--- src/rtl/execute_stage_if.sv ---
// Decode-to-execute input bundle and execute-to-memory register outputs of the execute stage.
interface execute_stage_if;
  logic [31:0] pc;
  logic [31:0] src1;
  logic [31:0] src2;
  logic [31:0] imm;
  logic [31:0] store_data;
  logic [3:0]  alu_op;
  logic        is_muldiv;
  logic [2:0]  funct3;
  logic        is_branch;
  logic        is_jump;
  logic        is_jalr;
  logic        w_enable;
  logic        is_store;
  logic        is_load;
  logic        is_load_unsigned;
  logic [4:0]  rd_addr;
  logic [1:0]  mem_access_width;
  logic        flush;

  logic        ex_stall;
  logic [31:0] EM_pc;
  logic [31:0] EM_alu_result;
  logic [31:0] EM_w_data;
  logic [31:0] EM_irreg_pc;
  logic        EM_w_enable;
  logic        EM_is_store;
  logic        EM_is_load;
  logic        EM_is_load_unsigned;
  logic [4:0]  EM_rd_addr;
  logic [1:0]  EM_mem_access_width;
  logic        EM_irreg_valid;

  modport master (
    output pc, src1, src2, imm, store_data, alu_op, is_muldiv, funct3,
           is_branch, is_jump, is_jalr, w_enable, is_store, is_load,
           is_load_unsigned, rd_addr, mem_access_width, flush,
    input  ex_stall, EM_pc, EM_alu_result, EM_w_data, EM_irreg_pc,
           EM_w_enable, EM_is_store, EM_is_load, EM_is_load_unsigned,
           EM_rd_addr, EM_mem_access_width, EM_irreg_valid
  );

  modport slave (
    input  pc, src1, src2, imm, store_data, alu_op, is_muldiv, funct3,
           is_branch, is_jump, is_jalr, w_enable, is_store, is_load,
           is_load_unsigned, rd_addr, mem_access_width, flush,
    output ex_stall, EM_pc, EM_alu_result, EM_w_data, EM_irreg_pc,
           EM_w_enable, EM_is_store, EM_is_load, EM_is_load_unsigned,
           EM_rd_addr, EM_mem_access_width, EM_irreg_valid
  );
endinterface

--- src/rtl/execute_stage.sv ---
// RV32IM execute stage: ALU, branch/jump resolution, single-cycle multiply and
// a multi-cycle restoring divider that stalls upstream, feeding the EX/MEM register.
module execute_stage #(
  parameter int DIV_CYCLES = 32
) (
  input  logic           clk,
  input  logic           rstd,
  execute_stage_if.slave bus
);

  typedef enum logic [1:0] {IDLE, DIV, DONE} div_state_t;

  localparam int CNT_W = (DIV_CYCLES > 1) ? $clog2(DIV_CYCLES) : 1;
  localparam logic [CNT_W-1:0] CNT_LAST = CNT_W'(DIV_CYCLES - 1);

  function automatic logic [31:0] alu_fn(input logic [3:0] op,
                                         input logic [31:0] a,
                                         input logic [31:0] b);
    logic signed [31:0] sa;
    logic signed [31:0] sb;
    logic        [4:0]  sh;
    sa = $signed(a);
    sb = $signed(b);
    sh = b[4:0];
    case (op)
      4'd0:    return a + b;
      4'd1:    return a - b;
      4'd2:    return a << sh;
      4'd3:    return {31'd0, sa < sb};
      4'd4:    return {31'd0, a < b};
      4'd5:    return a ^ b;
      4'd6:    return a >> sh;
      4'd7:    return $unsigned(sa >>> sh);
      4'd8:    return a | b;
      4'd9:    return a & b;
      default: return 32'd0;
    endcase
  endfunction

  // f: 0 MUL (low word), 1 MULH (s*s), 2 MULHSU (s*u), 3 MULHU (u*u)
  function automatic logic [31:0] mul_fn(input logic [1:0] f,
                                         input logic [31:0] a,
                                         input logic [31:0] b);
    logic signed [63:0] ea;
    logic signed [63:0] eb;
    logic signed [63:0] prod;
    ea   = (f == 2'd1 || f == 2'd2) ? {{32{a[31]}}, a} : {32'd0, a};
    eb   = (f == 2'd1) ? {{32{b[31]}}, b} : {32'd0, b};
    prod = ea * eb;
    return (f == 2'd0) ? prod[31:0] : prod[63:32];
  endfunction

  function automatic logic br_taken(input logic [2:0] f,
                                    input logic [31:0] a,
                                    input logic [31:0] b);
    logic signed [31:0] sa;
    logic signed [31:0] sb;
    sa = $signed(a);
    sb = $signed(b);
    case (f)
      3'd0:    return a == b;
      3'd1:    return a != b;
      3'd4:    return sa < sb;
      3'd5:    return sa >= sb;
      3'd6:    return a < b;
      3'd7:    return a >= b;
      default: return 1'b0;
    endcase
  endfunction

  function automatic logic [31:0] mag(input logic sgn, input logic [31:0] v);
    return (sgn && v[31]) ? (~v + 32'd1) : v;
  endfunction

  function automatic logic [31:0] sign_fix(input logic neg, input logic [31:0] v);
    return neg ? (~v + 32'd1) : v;
  endfunction

  div_state_t       state;
  logic [CNT_W-1:0] cnt;

  logic [31:0] quo_p1;
  logic [31:0] rem_p1;
  logic [31:0] dvs_p1;
  logic        neg_q_p1;
  logic        neg_r_p1;
  logic        is_rem_p1;

  logic        div_op;
  logic        div_signed;
  logic        div_zero;
  logic        div_ovf;
  logic        div_special;
  logic        div_start;
  logic [31:0] div_special_result;
  logic [31:0] div_result;
  logic [32:0] rem_sh;
  logic [32:0] rem_diff;
  logic        stall;

  logic [31:0] ex_result;
  logic [31:0] target;
  logic        redirect;

  assign div_op      = bus.is_muldiv && bus.funct3[2];
  assign div_signed  = !bus.funct3[0];
  assign div_zero    = (bus.src2 == 32'd0);
  assign div_ovf     = div_signed && (bus.src1 == 32'h8000_0000) && (bus.src2 == 32'hFFFF_FFFF);
  assign div_special = div_zero || div_ovf;
  assign div_start   = (state == IDLE) && div_op && !div_special && !bus.flush;

  // Special cases resolve in one cycle; funct3[1] selects remainder.
  always_comb begin
    div_special_result = 32'd0;
    if (div_zero)
      div_special_result = bus.funct3[1] ? bus.src1 : 32'hFFFF_FFFF;
    else if (div_ovf)
      div_special_result = bus.funct3[1] ? 32'd0 : 32'h8000_0000;
  end

  assign stall       = rstd && !bus.flush && (div_start || state == DIV);
  assign bus.ex_stall = stall;

  assign rem_sh     = {rem_p1, quo_p1[31]};
  assign rem_diff   = rem_sh - {1'b0, dvs_p1};
  assign div_result = is_rem_p1 ? sign_fix(neg_r_p1, rem_p1) : sign_fix(neg_q_p1, quo_p1);

  always_ff @(posedge clk or negedge rstd) begin
    if (!rstd) begin
      state <= IDLE;
      cnt   <= '0;
    end else if (bus.flush) begin
      state <= IDLE;
      cnt   <= '0;
    end else begin
      case (state)
        IDLE: if (div_start) begin
          state <= DIV;
          cnt   <= '0;
        end
        DIV: if (cnt == CNT_LAST) state <= DONE;
             else                 cnt   <= cnt + CNT_W'(1);
        DONE:    state <= IDLE;
        default: state <= IDLE;
      endcase
    end
  end

  // Divider datapath: operands latched as magnitudes, one restoring step per DIV cycle
  always_ff @(posedge clk) begin
    if (div_start) begin
      quo_p1    <= mag(div_signed, bus.src1);
      rem_p1    <= 32'd0;
      dvs_p1    <= mag(div_signed, bus.src2);
      neg_q_p1  <= div_signed && (bus.src1[31] ^ bus.src2[31]);
      neg_r_p1  <= div_signed && bus.src1[31];
      is_rem_p1 <= bus.funct3[1];
    end else if (state == DIV) begin
      quo_p1 <= {quo_p1[30:0], !rem_diff[32]};
      rem_p1 <= rem_diff[32] ? rem_sh[31:0] : rem_diff[31:0];
    end
  end

  always_comb begin
    redirect  = 1'b0;
    target    = bus.pc + bus.imm;
    ex_result = alu_fn(bus.alu_op, bus.src1, bus.src2);
    if (bus.is_jump) begin
      ex_result = bus.pc + 32'd4;
      redirect  = 1'b1;
      if (bus.is_jalr) target = bus.src1 + bus.imm;
    end else begin
      if (bus.is_muldiv) begin
        if (!bus.funct3[2])      ex_result = mul_fn(bus.funct3[1:0], bus.src1, bus.src2);
        else if (state == DONE)  ex_result = div_result;
        else                     ex_result = div_special_result;
      end
      redirect = bus.is_branch && br_taken(bus.funct3, bus.src1, bus.src2);
    end
  end

  logic [31:0] pc_p1;
  logic [31:0] alu_p1;
  logic [31:0] wdata_p1;
  logic [31:0] irreg_pc_p1;
  logic        we_p1;
  logic        st_p1;
  logic        ld_p1;
  logic        ldu_p1;
  logic [4:0]  rd_p1;
  logic [1:0]  maw_p1;
  logic        irreg_vld_p1;

  // EX/MEM boundary: stalled or flushed cycles hand a zeroed bubble downstream
  always_ff @(posedge clk or negedge rstd) begin
    if (!rstd) begin
      pc_p1        <= '0;
      alu_p1       <= '0;
      wdata_p1     <= '0;
      irreg_pc_p1  <= '0;
      we_p1        <= 1'b0;
      st_p1        <= 1'b0;
      ld_p1        <= 1'b0;
      ldu_p1       <= 1'b0;
      rd_p1        <= '0;
      maw_p1       <= '0;
      irreg_vld_p1 <= 1'b0;
    end else if (bus.flush || stall) begin
      pc_p1        <= '0;
      alu_p1       <= '0;
      wdata_p1     <= '0;
      irreg_pc_p1  <= '0;
      we_p1        <= 1'b0;
      st_p1        <= 1'b0;
      ld_p1        <= 1'b0;
      ldu_p1       <= 1'b0;
      rd_p1        <= '0;
      maw_p1       <= '0;
      irreg_vld_p1 <= 1'b0;
    end else begin
      pc_p1        <= bus.pc;
      alu_p1       <= ex_result;
      wdata_p1     <= bus.store_data;
      irreg_pc_p1  <= redirect ? target : 32'd0;
      we_p1        <= bus.w_enable;
      st_p1        <= bus.is_store;
      ld_p1        <= bus.is_load;
      ldu_p1       <= bus.is_load_unsigned;
      rd_p1        <= bus.rd_addr;
      maw_p1       <= bus.mem_access_width;
      irreg_vld_p1 <= redirect;
    end
  end

  assign bus.EM_pc               = pc_p1;
  assign bus.EM_alu_result       = alu_p1;
  assign bus.EM_w_data           = wdata_p1;
  assign bus.EM_irreg_pc         = irreg_pc_p1;
  assign bus.EM_w_enable         = we_p1;
  assign bus.EM_is_store         = st_p1;
  assign bus.EM_is_load          = ld_p1;
  assign bus.EM_is_load_unsigned = ldu_p1;
  assign bus.EM_rd_addr          = rd_p1;
  assign bus.EM_mem_access_width = maw_p1;
  assign bus.EM_irreg_valid      = irreg_vld_p1;

endmodule

--- src/flat_wrapper.sv ---
// flat-port wrapper written by rule: the top's interface ports become plain ports
module execute_stage_flat 
#(
  parameter int DIV_CYCLES = 32
)
  (clk, rstd, bus_pc, bus_src1, bus_src2, bus_imm, bus_store_data, bus_alu_op, bus_is_muldiv, bus_funct3, bus_is_branch, bus_is_jump, bus_is_jalr, bus_w_enable, bus_is_store, bus_is_load, bus_is_load_unsigned, bus_rd_addr, bus_mem_access_width, bus_flush, bus_ex_stall, bus_EM_pc, bus_EM_alu_result, bus_EM_w_data, bus_EM_irreg_pc, bus_EM_w_enable, bus_EM_is_store, bus_EM_is_load, bus_EM_is_load_unsigned, bus_EM_rd_addr, bus_EM_mem_access_width, bus_EM_irreg_valid);
  execute_stage_if bus_i ();
  input  logic clk;
  input  logic rstd;
  input wire logic [$bits(bus_i.pc)-1:0] bus_pc;
  input wire logic [$bits(bus_i.src1)-1:0] bus_src1;
  input wire logic [$bits(bus_i.src2)-1:0] bus_src2;
  input wire logic [$bits(bus_i.imm)-1:0] bus_imm;
  input wire logic [$bits(bus_i.store_data)-1:0] bus_store_data;
  input wire logic [$bits(bus_i.alu_op)-1:0] bus_alu_op;
  input wire logic [$bits(bus_i.is_muldiv)-1:0] bus_is_muldiv;
  input wire logic [$bits(bus_i.funct3)-1:0] bus_funct3;
  input wire logic [$bits(bus_i.is_branch)-1:0] bus_is_branch;
  input wire logic [$bits(bus_i.is_jump)-1:0] bus_is_jump;
  input wire logic [$bits(bus_i.is_jalr)-1:0] bus_is_jalr;
  input wire logic [$bits(bus_i.w_enable)-1:0] bus_w_enable;
  input wire logic [$bits(bus_i.is_store)-1:0] bus_is_store;
  input wire logic [$bits(bus_i.is_load)-1:0] bus_is_load;
  input wire logic [$bits(bus_i.is_load_unsigned)-1:0] bus_is_load_unsigned;
  input wire logic [$bits(bus_i.rd_addr)-1:0] bus_rd_addr;
  input wire logic [$bits(bus_i.mem_access_width)-1:0] bus_mem_access_width;
  input wire logic [$bits(bus_i.flush)-1:0] bus_flush;
  output wire logic [$bits(bus_i.ex_stall)-1:0] bus_ex_stall;
  output wire logic [$bits(bus_i.EM_pc)-1:0] bus_EM_pc;
  output wire logic [$bits(bus_i.EM_alu_result)-1:0] bus_EM_alu_result;
  output wire logic [$bits(bus_i.EM_w_data)-1:0] bus_EM_w_data;
  output wire logic [$bits(bus_i.EM_irreg_pc)-1:0] bus_EM_irreg_pc;
  output wire logic [$bits(bus_i.EM_w_enable)-1:0] bus_EM_w_enable;
  output wire logic [$bits(bus_i.EM_is_store)-1:0] bus_EM_is_store;
  output wire logic [$bits(bus_i.EM_is_load)-1:0] bus_EM_is_load;
  output wire logic [$bits(bus_i.EM_is_load_unsigned)-1:0] bus_EM_is_load_unsigned;
  output wire logic [$bits(bus_i.EM_rd_addr)-1:0] bus_EM_rd_addr;
  output wire logic [$bits(bus_i.EM_mem_access_width)-1:0] bus_EM_mem_access_width;
  output wire logic [$bits(bus_i.EM_irreg_valid)-1:0] bus_EM_irreg_valid;
  assign bus_i.pc = bus_pc;
  assign bus_i.src1 = bus_src1;
  assign bus_i.src2 = bus_src2;
  assign bus_i.imm = bus_imm;
  assign bus_i.store_data = bus_store_data;
  assign bus_i.alu_op = bus_alu_op;
  assign bus_i.is_muldiv = bus_is_muldiv;
  assign bus_i.funct3 = bus_funct3;
  assign bus_i.is_branch = bus_is_branch;
  assign bus_i.is_jump = bus_is_jump;
  assign bus_i.is_jalr = bus_is_jalr;
  assign bus_i.w_enable = bus_w_enable;
  assign bus_i.is_store = bus_is_store;
  assign bus_i.is_load = bus_is_load;
  assign bus_i.is_load_unsigned = bus_is_load_unsigned;
  assign bus_i.rd_addr = bus_rd_addr;
  assign bus_i.mem_access_width = bus_mem_access_width;
  assign bus_i.flush = bus_flush;
  assign bus_ex_stall = bus_i.ex_stall;
  assign bus_EM_pc = bus_i.EM_pc;
  assign bus_EM_alu_result = bus_i.EM_alu_result;
  assign bus_EM_w_data = bus_i.EM_w_data;
  assign bus_EM_irreg_pc = bus_i.EM_irreg_pc;
  assign bus_EM_w_enable = bus_i.EM_w_enable;
  assign bus_EM_is_store = bus_i.EM_is_store;
  assign bus_EM_is_load = bus_i.EM_is_load;
  assign bus_EM_is_load_unsigned = bus_i.EM_is_load_unsigned;
  assign bus_EM_rd_addr = bus_i.EM_rd_addr;
  assign bus_EM_mem_access_width = bus_i.EM_mem_access_width;
  assign bus_EM_irreg_valid = bus_i.EM_irreg_valid;
  execute_stage #(.DIV_CYCLES(DIV_CYCLES)) u_core (.clk(clk), .rstd(rstd), .bus(bus_i));
endmodule
--- config.mk ---
export PLATFORM = sky130hd
export DESIGN_NAME = execute_stage_flat
export DESIGN_NICKNAME = d
export VERILOG_FILES = /design/src/rtl/execute_stage_if.sv /design/src/rtl/execute_stage.sv /design/src/flat_wrapper.sv
export SDC_FILE = /design/constraint.sdc
export NUM_CORES = 2
export LEC_CHECK = 0
export ABC_AREA = 1
export CAP_MARGIN = 5
export CORE_MARGIN = 5
export CORE_UTILIZATION = 60
export DETAILED_ROUTE_END_ITERATION = 8
export HOLD_SLACK_MARGIN = 0.12
export PLACE_DENSITY = 0.79
export SYNTH_ARGS = -nofsm -noshare
export SYNTH_HDL_FRONTEND = slang
export SYNTH_SLANG_ARGS = --single-unit
--- constraint.sdc ---
create_clock -name clk -period 5.5 [get_ports clk]
set_input_delay 1.1 -clock clk [delete_from_list [all_inputs] [get_ports clk]]
set_output_delay 1.1 -clock clk [all_outputs]
set_load 0.005 [all_outputs]
==> flow_results.xml, run 1 <==
<?xml version="1.0" encoding="UTF-8"?>
<metrics>
  <group name="yosys">
    <metric name="yosys.area.top_type_share" unit="">0.367</metric>
    <metric name="number_of_enable_flip_flop_cells_after_synthesis" unit="">67</metric>
    <metric name="syn_inst" unit="">10600</metric>
    <metric name="synth_xor_xnor_area_share" unit="">0.0150</metric>
    <metric name="mux_share_of_post_synthesis_cell_area" unit="">0.000897</metric>
    <metric name="synthesis.area" unit="mm^2">0.0781</metric>
    <metric name="combinational_family_with_the_most_area_after_synthesis" unit="">adder cells</metric>
    <metric name="synth-simple-area-share" unit="">0.185</metric>
    <metric name="yosys.area_share.adder" unit="">0.454</metric>
    <metric name="post_synth.cell_area_avg" unit="um^2">7.40</metric>
    <metric name="postSynthNetCount" unit="">12700</metric>
    <metric name="synthTopCellsByArea" unit="">sky130_fd_sc_hd__fa_1 37%, sky130_fd_sc_hd__inv_1 13%, sky130_fd_sc_hd__nand2_1 10%</metric>
    <metric name="synth.yosys.warnings" unit="">0</metric>
    <metric name="ys.flop_type" unit="">sky130_fd_sc_hd__dfrtp_1</metric>
    <metric name="synth_cell_types" unit="">73</metric>
    <metric name="synth.yosys.seq_area_share" unit="">0.0811</metric>
    <metric name="synth_top_area_cell" unit="">sky130_fd_sc_hd__fa_1</metric>
    <metric name="ys_seq_elements" unit="">246</metric>
    <metric name="complex_gate_fraction_of_the_synthesized_area" unit="">0.106</metric>
    <metric name="async_set_or_reset_register_ratio_after_synthesis" unit="">0.598</metric>
  </group>
  <group name="clock_tree">
    <metric name="clock-root-buffer" unit="">sky130_fd_sc_hd__clkbuf_16</metric>
    <metric name="cts_htree_levels" unit="">1</metric>
    <metric name="clock_sinks" unit="">246</metric>
    <metric name="numCtsBuffers" unit="">25</metric>
    <metric name="cts_buffer_depth" unit="">3</metric>
  </group>
  <group name="grt">
    <metric name="global_route.usage.total" unit="">0.693</metric>
    <metric name="grt_start_max_net_pins" unit="">82</metric>
    <metric name="grt_overflow" unit="">45</metric>
  </group>
  <group name="placed_design">
    <metric name="dp.final_hpwl" unit="um">328000</metric>
    <metric name="buffers_added_on_ports" unit="">325</metric>
    <metric name="place_congestion" unit="">1.20</metric>
    <metric name="dp.cells" unit="">13400</metric>
    <metric name="cell_area_reported_after_detailed_placement" unit="mm^2">0.0920</metric>
  </group>
  <group name="run_status">
    <metric name="result_of_the_run" unit="">stopped before the end</metric>
    <metric name="toolErrorMsg" unit="">[ERROR GRT-0232] Routing congestion too high. Check the congestion heatmap in the GUI.</metric>
    <metric name="flow.stopped_at" unit="">global routing</metric>
  </group>
  <group name="floorplan">
    <metric name="initial_utilization" unit="">0.603</metric>
    <metric name="std_cell_rows" unit="">132</metric>
    <metric name="die-height" unit="um">371</metric>
    <metric name="dieWidth" unit="um">371</metric>
    <metric name="ios" unit="">326</metric>
  </group>
  <group name="timing">
    <metric name="worstEndpointGrtRepair" unit="">u_core.bus.EM_alu_result[17]$_DFF_PN0_/D</metric>
    <metric name="endpoint_type" unit="">register input</metric>
  </group>
</metrics>
## synthesized netlist by cell type (16+ instances only)
cell / number
sky130_fd_sc_hd__o211ai_1: 81
sky130_fd_sc_hd__inv_2: 20
sky130_fd_sc_hd__or2_2: 35
sky130_fd_sc_hd__o221ai_1: 16
sky130_fd_sc_hd__buf_2: 85
sky130_fd_sc_hd__nand4_1: 72
sky130_fd_sc_hd__edfxtp_1: 67
sky130_fd_sc_hd__o21ai_0: 588
sky130_fd_sc_hd__inv_1: 2765
sky130_fd_sc_hd__fa_1: 1430
sky130_fd_sc_hd__nor2_1: 622
sky130_fd_sc_hd__nor2_2: 40
sky130_fd_sc_hd__nand2_1: 2180
sky130_fd_sc_hd__buf_1: 100
sky130_fd_sc_hd__xor2_1: 107
sky130_fd_sc_hd__o31ai_1: 17
sky130_fd_sc_hd__o21bai_1: 29
sky130_fd_sc_hd__a31oi_1: 48
sky130_fd_sc_hd__dfxtp_1: 32
sky130_fd_sc_hd__o22ai_1: 28
sky130_fd_sc_hd__nand3_1: 334
sky130_fd_sc_hd__dfrtp_1: 147
sky130_fd_sc_hd__nor4_1: 23
sky130_fd_sc_hd__a21oi_1: 561
sky130_fd_sc_hd__xnor2_1: 27
sky130_fd_sc_hd__ha_1: 547
sky130_fd_sc_hd__nor3_1: 78
sky130_fd_sc_hd__a21o_1: 36
sky130_fd_sc_hd__clkbuf_1: 233
## logic make-up after synthesis
logic type,Yosys count
mux,7
buf+inv,3239
compound gates,1486
xor+xnor,134
simple gates,3461
fa+ha+maj,1977
flops,246
## layer usage
metal	overflow	global-route usage
met3	3	0.518
met2	26	0.836
met5	0	0.285
met4	16	0.634
met1	0	0.745
## stage by stage
step / TNS, ns / setup WS [ns] / hold WS [ns]
detailed placement: -169.30 / -6.10 / 0.502
floorplan: -108.23 / -3.76 / 0.456
CTS: -117.94 / -3.88 / 0.407
global placement: -160.38 / -5.75 / 0.474
## repair_timing
item	4_1_cts
setup endpoints to repair	33
resized for setup	522
setup buffers	51
gates cloned	2
hold buffers	0
pin swaps	262
==> run 2: changes to the inputs <==
--- a/config.mk
+++ b/config.mk
@@ -8,10 +8,9 @@
 export ABC_AREA = 1
 export CAP_MARGIN = 5
 export CORE_MARGIN = 5
-export CORE_UTILIZATION = 60
+export CORE_UTILIZATION = 40
 export DETAILED_ROUTE_END_ITERATION = 8
-export HOLD_SLACK_MARGIN = 0.12
-export PLACE_DENSITY = 0.79
+export PLACE_DENSITY_LB_ADDON = 0.15
 export SYNTH_ARGS = -nofsm -noshare
 export SYNTH_HDL_FRONTEND = slang
 export SYNTH_SLANG_ARGS = --single-unit
==> flow_results.xml, run 2 <==
<?xml version="1.0" encoding="UTF-8"?>
<metrics>
  <group name="run_status">
    <metric name="result_of_the_run" unit="">complete, but fails checks</metric>
    <metric name="violated_checks" unit="">negative setup slack</metric>
  </group>
  <group name="setup_path">
    <metric name="path_common_cell" unit="">sky130_fd_sc_hd__fa_1</metric>
    <metric name="start_kind" unit="">input port</metric>
    <metric name="critPathCaptureType" unit="">register</metric>
    <metric name="critPathMaxStageDelay" unit="ns">0.60</metric>
    <metric name="critical_path_class" unit="">input port to register</metric>
    <metric name="critical_path_peak_fanout" unit="">5</metric>
    <metric name="cp_data_arrival_time" unit="ns">9.90</metric>
    <metric name="cell_type_of_the_slowest_stage_on_the_worst_timing_path" unit="">sky130_fd_sc_hd__fa_2</metric>
    <metric name="reg2reg_slack" unit="ns">1.44</metric>
    <metric name="critPathRequiredTime" unit="ns">5.98</metric>
  </group>
  <group name="clock_tree">
    <metric name="clock_insertion_delay_worst_skew" unit="ns">0.63</metric>
    <metric name="clock_pin_slew_reported_for_the_worst_setup_and_hold_paths_after_clock_tree_synthesis" unit="ns">0.07</metric>
    <metric name="numCtsBuffers" unit="">27</metric>
    <metric name="postCtsHoldBufs" unit="">0</metric>
    <metric name="cts_buffer_depth" unit="">3</metric>
    <metric name="clock-root-buffer" unit="">sky130_fd_sc_hd__clkbuf_16</metric>
    <metric name="cts_tree" unit="">yes</metric>
    <metric name="cts_htree_levels" unit="">1</metric>
    <metric name="clock_sinks" unit="">246</metric>
  </group>
  <group name="timing">
    <metric name="final.setup.worst_slack" unit="ns">-3.92</metric>
    <metric name="hold_viol" unit="">0</metric>
    <metric name="fin_setup_tns" unit="ns">-117.29</metric>
    <metric name="tightestPinTransition" unit="ns">1.07</metric>
    <metric name="timing.fmax" unit="MHz">106</metric>
    <metric name="post-route-min-period" unit="ns">9.42</metric>
    <metric name="report.final.slew_viol_count" unit="">0</metric>
    <metric name="setup-violations-final" unit="">32</metric>
    <metric name="hold-worst-slack" unit="ns">0.388</metric>
    <metric name="final_min_period_over_clock_period" unit="">1.71</metric>
    <metric name="worst_slew_margin_rel" unit="">0.285</metric>
    <metric name="setup_repair_after_global_routing_missed_its_margin" unit="">yes</metric>
    <metric name="fin_skew" unit="ns">0.0458</metric>
  </group>
  <group name="layout">
    <metric name="layout-drive-gt1-share" unit="">0.191</metric>
    <metric name="final_nets" unit="">14000</metric>
    <metric name="area_growth" unit="%">26.3</metric>
    <metric name="most-common-layout-cells" unit="">2,644 x sky130_fd_sc_hd__inv_1, 2,107 x sky130_fd_sc_hd__nand2_1, 1,349 x sky130_fd_sc_hd__fa_1, 1,216 x sky130_fd_sc_hd__buf_4, 544 x sky130_fd_sc_hd__o21ai_0</metric>
    <metric name="most_frequent_standard_cell_in_the_layout_excluding_fill_and_tap_cells" unit="">sky130_fd_sc_hd__inv_1</metric>
    <metric name="final.fill_count" unit="">19300</metric>
  </group>
  <group name="detailed_routing">
    <metric name="detail_route.iter0.violations" unit="">7866</metric>
    <metric name="drt_wl_total" unit="um">406000</metric>
    <metric name="drc" unit="">0</metric>
    <metric name="routed-via-count" unit="">77400</metric>
    <metric name="post_drt_wl_per_cell" unit="um">28.1</metric>
    <metric name="avgViaCountPerCell" unit="">5.36</metric>
    <metric name="first_pass_iters" unit="">9</metric>
    <metric name="final_antenna_net_count" unit="">0</metric>
  </group>
  <group name="yosys">
    <metric name="yosys.area.top_type_share" unit="">0.367</metric>
    <metric name="ys.flop_type" unit="">sky130_fd_sc_hd__dfrtp_1</metric>
    <metric name="ys_seq_elements" unit="">246</metric>
    <metric name="synth_cell_types" unit="">73</metric>
    <metric name="synth_top_area_cell" unit="">sky130_fd_sc_hd__fa_1</metric>
    <metric name="synth.yosys.warnings" unit="">0</metric>
    <metric name="synthesis.area" unit="mm^2">0.0781</metric>
    <metric name="syn_inst" unit="">10600</metric>
    <metric name="post_synth.cell_area_avg" unit="um^2">7.40</metric>
    <metric name="synth_common_cells" unit="">2,765 x sky130_fd_sc_hd__inv_1, 2,180 x sky130_fd_sc_hd__nand2_1, 1,430 x sky130_fd_sc_hd__fa_1, 622 x sky130_fd_sc_hd__nor2_1, 588 x sky130_fd_sc_hd__o21ai_0</metric>
    <metric name="postSynthNetCount" unit="">12700</metric>
    <metric name="synthTopCellsByArea" unit="">sky130_fd_sc_hd__fa_1 37%, sky130_fd_sc_hd__inv_1 13%, sky130_fd_sc_hd__nand2_1 10%</metric>
    <metric name="number_of_enable_flip_flop_cells_after_synthesis" unit="">67</metric>
    <metric name="synth.most_common_cell" unit="">sky130_fd_sc_hd__inv_1</metric>
    <metric name="synth.yosys.seq_area_share" unit="">0.0811</metric>
    <metric name="async_set_or_reset_register_ratio_after_synthesis" unit="">0.598</metric>
  </group>
  <group name="grt">
    <metric name="grt_start_max_net_pins" unit="">74</metric>
    <metric name="grt_pass1_wl" unit="um">574000</metric>
    <metric name="global_route.usage.total" unit="">0.392</metric>
    <metric name="grt_overflow" unit="">0</metric>
    <metric name="first_global_vias" unit="">78700</metric>
    <metric name="grt_antenna_before_repair" unit="">24</metric>
  </group>
  <group name="placed_design">
    <metric name="place_congestion" unit="">1.07</metric>
    <metric name="dp.final_hpwl" unit="um">351000</metric>
    <metric name="buffers_added_on_ports" unit="">325</metric>
    <metric name="preCtsSetupSlack" unit="ns">-5.65</metric>
  </group>
  <group name="flow_run">
    <metric name="max-cap-violations" unit="">0</metric>
  </group>
  <group name="floorplan">
    <metric name="std_cell_rows" unit="">162</metric>
    <metric name="placeableCoreArea" unit="mm^2">0.195</metric>
    <metric name="area_enclosed_by_the_die_boundary" unit="mm^2">0.204</metric>
    <metric name="ios" unit="">326</metric>
    <metric name="initial_utilization" unit="">0.401</metric>
    <metric name="dieWidth" unit="um">452</metric>
    <metric name="die-height" unit="um">452</metric>
  </group>
  <group name="worst_hold_path">
    <metric name="holdCritPathClass" unit="">input port to asynchronous set/reset pin</metric>
  </group>
</metrics>
==> run 2: cell counts after synthesis <==
No cell type changed its count.
==> run 2: metrics by stage <==
stage / instances / utilization / area (um^2)
global placement: 14300 / 0.484 / 94200
CTS: 14400 / 0.500 / 97300
detailed placement: 14300 / 0.484 / 94200
global route: 14400 / 0.507 / 98600
floorplan: 10600 / - / 78900
finish: 14400 / 0.507 / 98600
==> run 2: what timing repair did <==
action	in CTS	in global routing
setup endpoints to repair	33	33
gates cloned	2	1
gates resized for setup	484	331
pin swaps	239	248
endpoints found under the hold margin	0	0
setup buffers	48	37
==> run 2: critical path, delay by kind of cell <==
family	cells	cell delay, ns
xor+xnor	1	0.13
simple gates	12	1.54
compound gates	2	0.24
fa+ha+maj	12	5.87
buf+inv	10	0.93
==> run 2: routing by layer <==
layer,routed length (um),part of all wire,up-vias,track usage
met1,169000,0.42,38800,0.531
met2,179000,0.44,3504,0.610
met5,117,0.00029,-,0
li1,-,-,34300,-
met4,25900,0.064,16,0.189
met3,32400,0.080,761,0.0656
==> run 2: area by class of cell <==
class	instances	area (um^2)	share of cell area
Antenna cell	13	32.5	0.000330
Clock buffer	33	772	0.00783
Clock inverter	17	216	0.00219
Inverter	2800	10600	0.107
Multi-Input combinational cell	7065	62200	0.631
Sequential cell	246	6330	0.0642
Tap cell	2542	3180	0.0322
Timing Repair Buffer	1726	15300	0.155
==> run 2: kinds of logic (layout without fill, tap and decap cells) <==
logic type / Yosys count / after routing / share of synthesized area
muxes: 7 / 7 / 0.000897
and+or+nand+nor: 3461 / 3461 / 0.185
other: 0 / 13 / 0
xor gates and xnor gates: 134 / 134 / 0.0150
buffers and inverters: 3239 / 4576 / 0.159
adders and majority gates: 1977 / 1977 / 0.454
AOI/OAI and AO/OA: 1486 / 1486 / 0.106
DFF: 246 / 246 / 0.0811
==> run 2: final timing paths <==
path | from | endpoint | depth (start not counted)
setup / recovery | bus_funct3[1] | u_core.bus.EM_alu_result[17] | 37
hold / removal | rstd | u_core.bus.EM_w_data[11] | 1
setup reg to reg | u_core.quo_p1[31] | u_core.rem_p1[27] | 18
hold reg to reg | u_core.cnt[4] | u_core.cnt[4] | 2
max in group asynchronous | rstd | u_core.bus.EM_irreg_pc[29] | 3
min in group clk | u_core.cnt[4] | u_core.cnt[4] | 2
Power of run 2 is not shown: default switching activity piles up to over one toggle a cycle in this logic, so the estimate is an artifact.
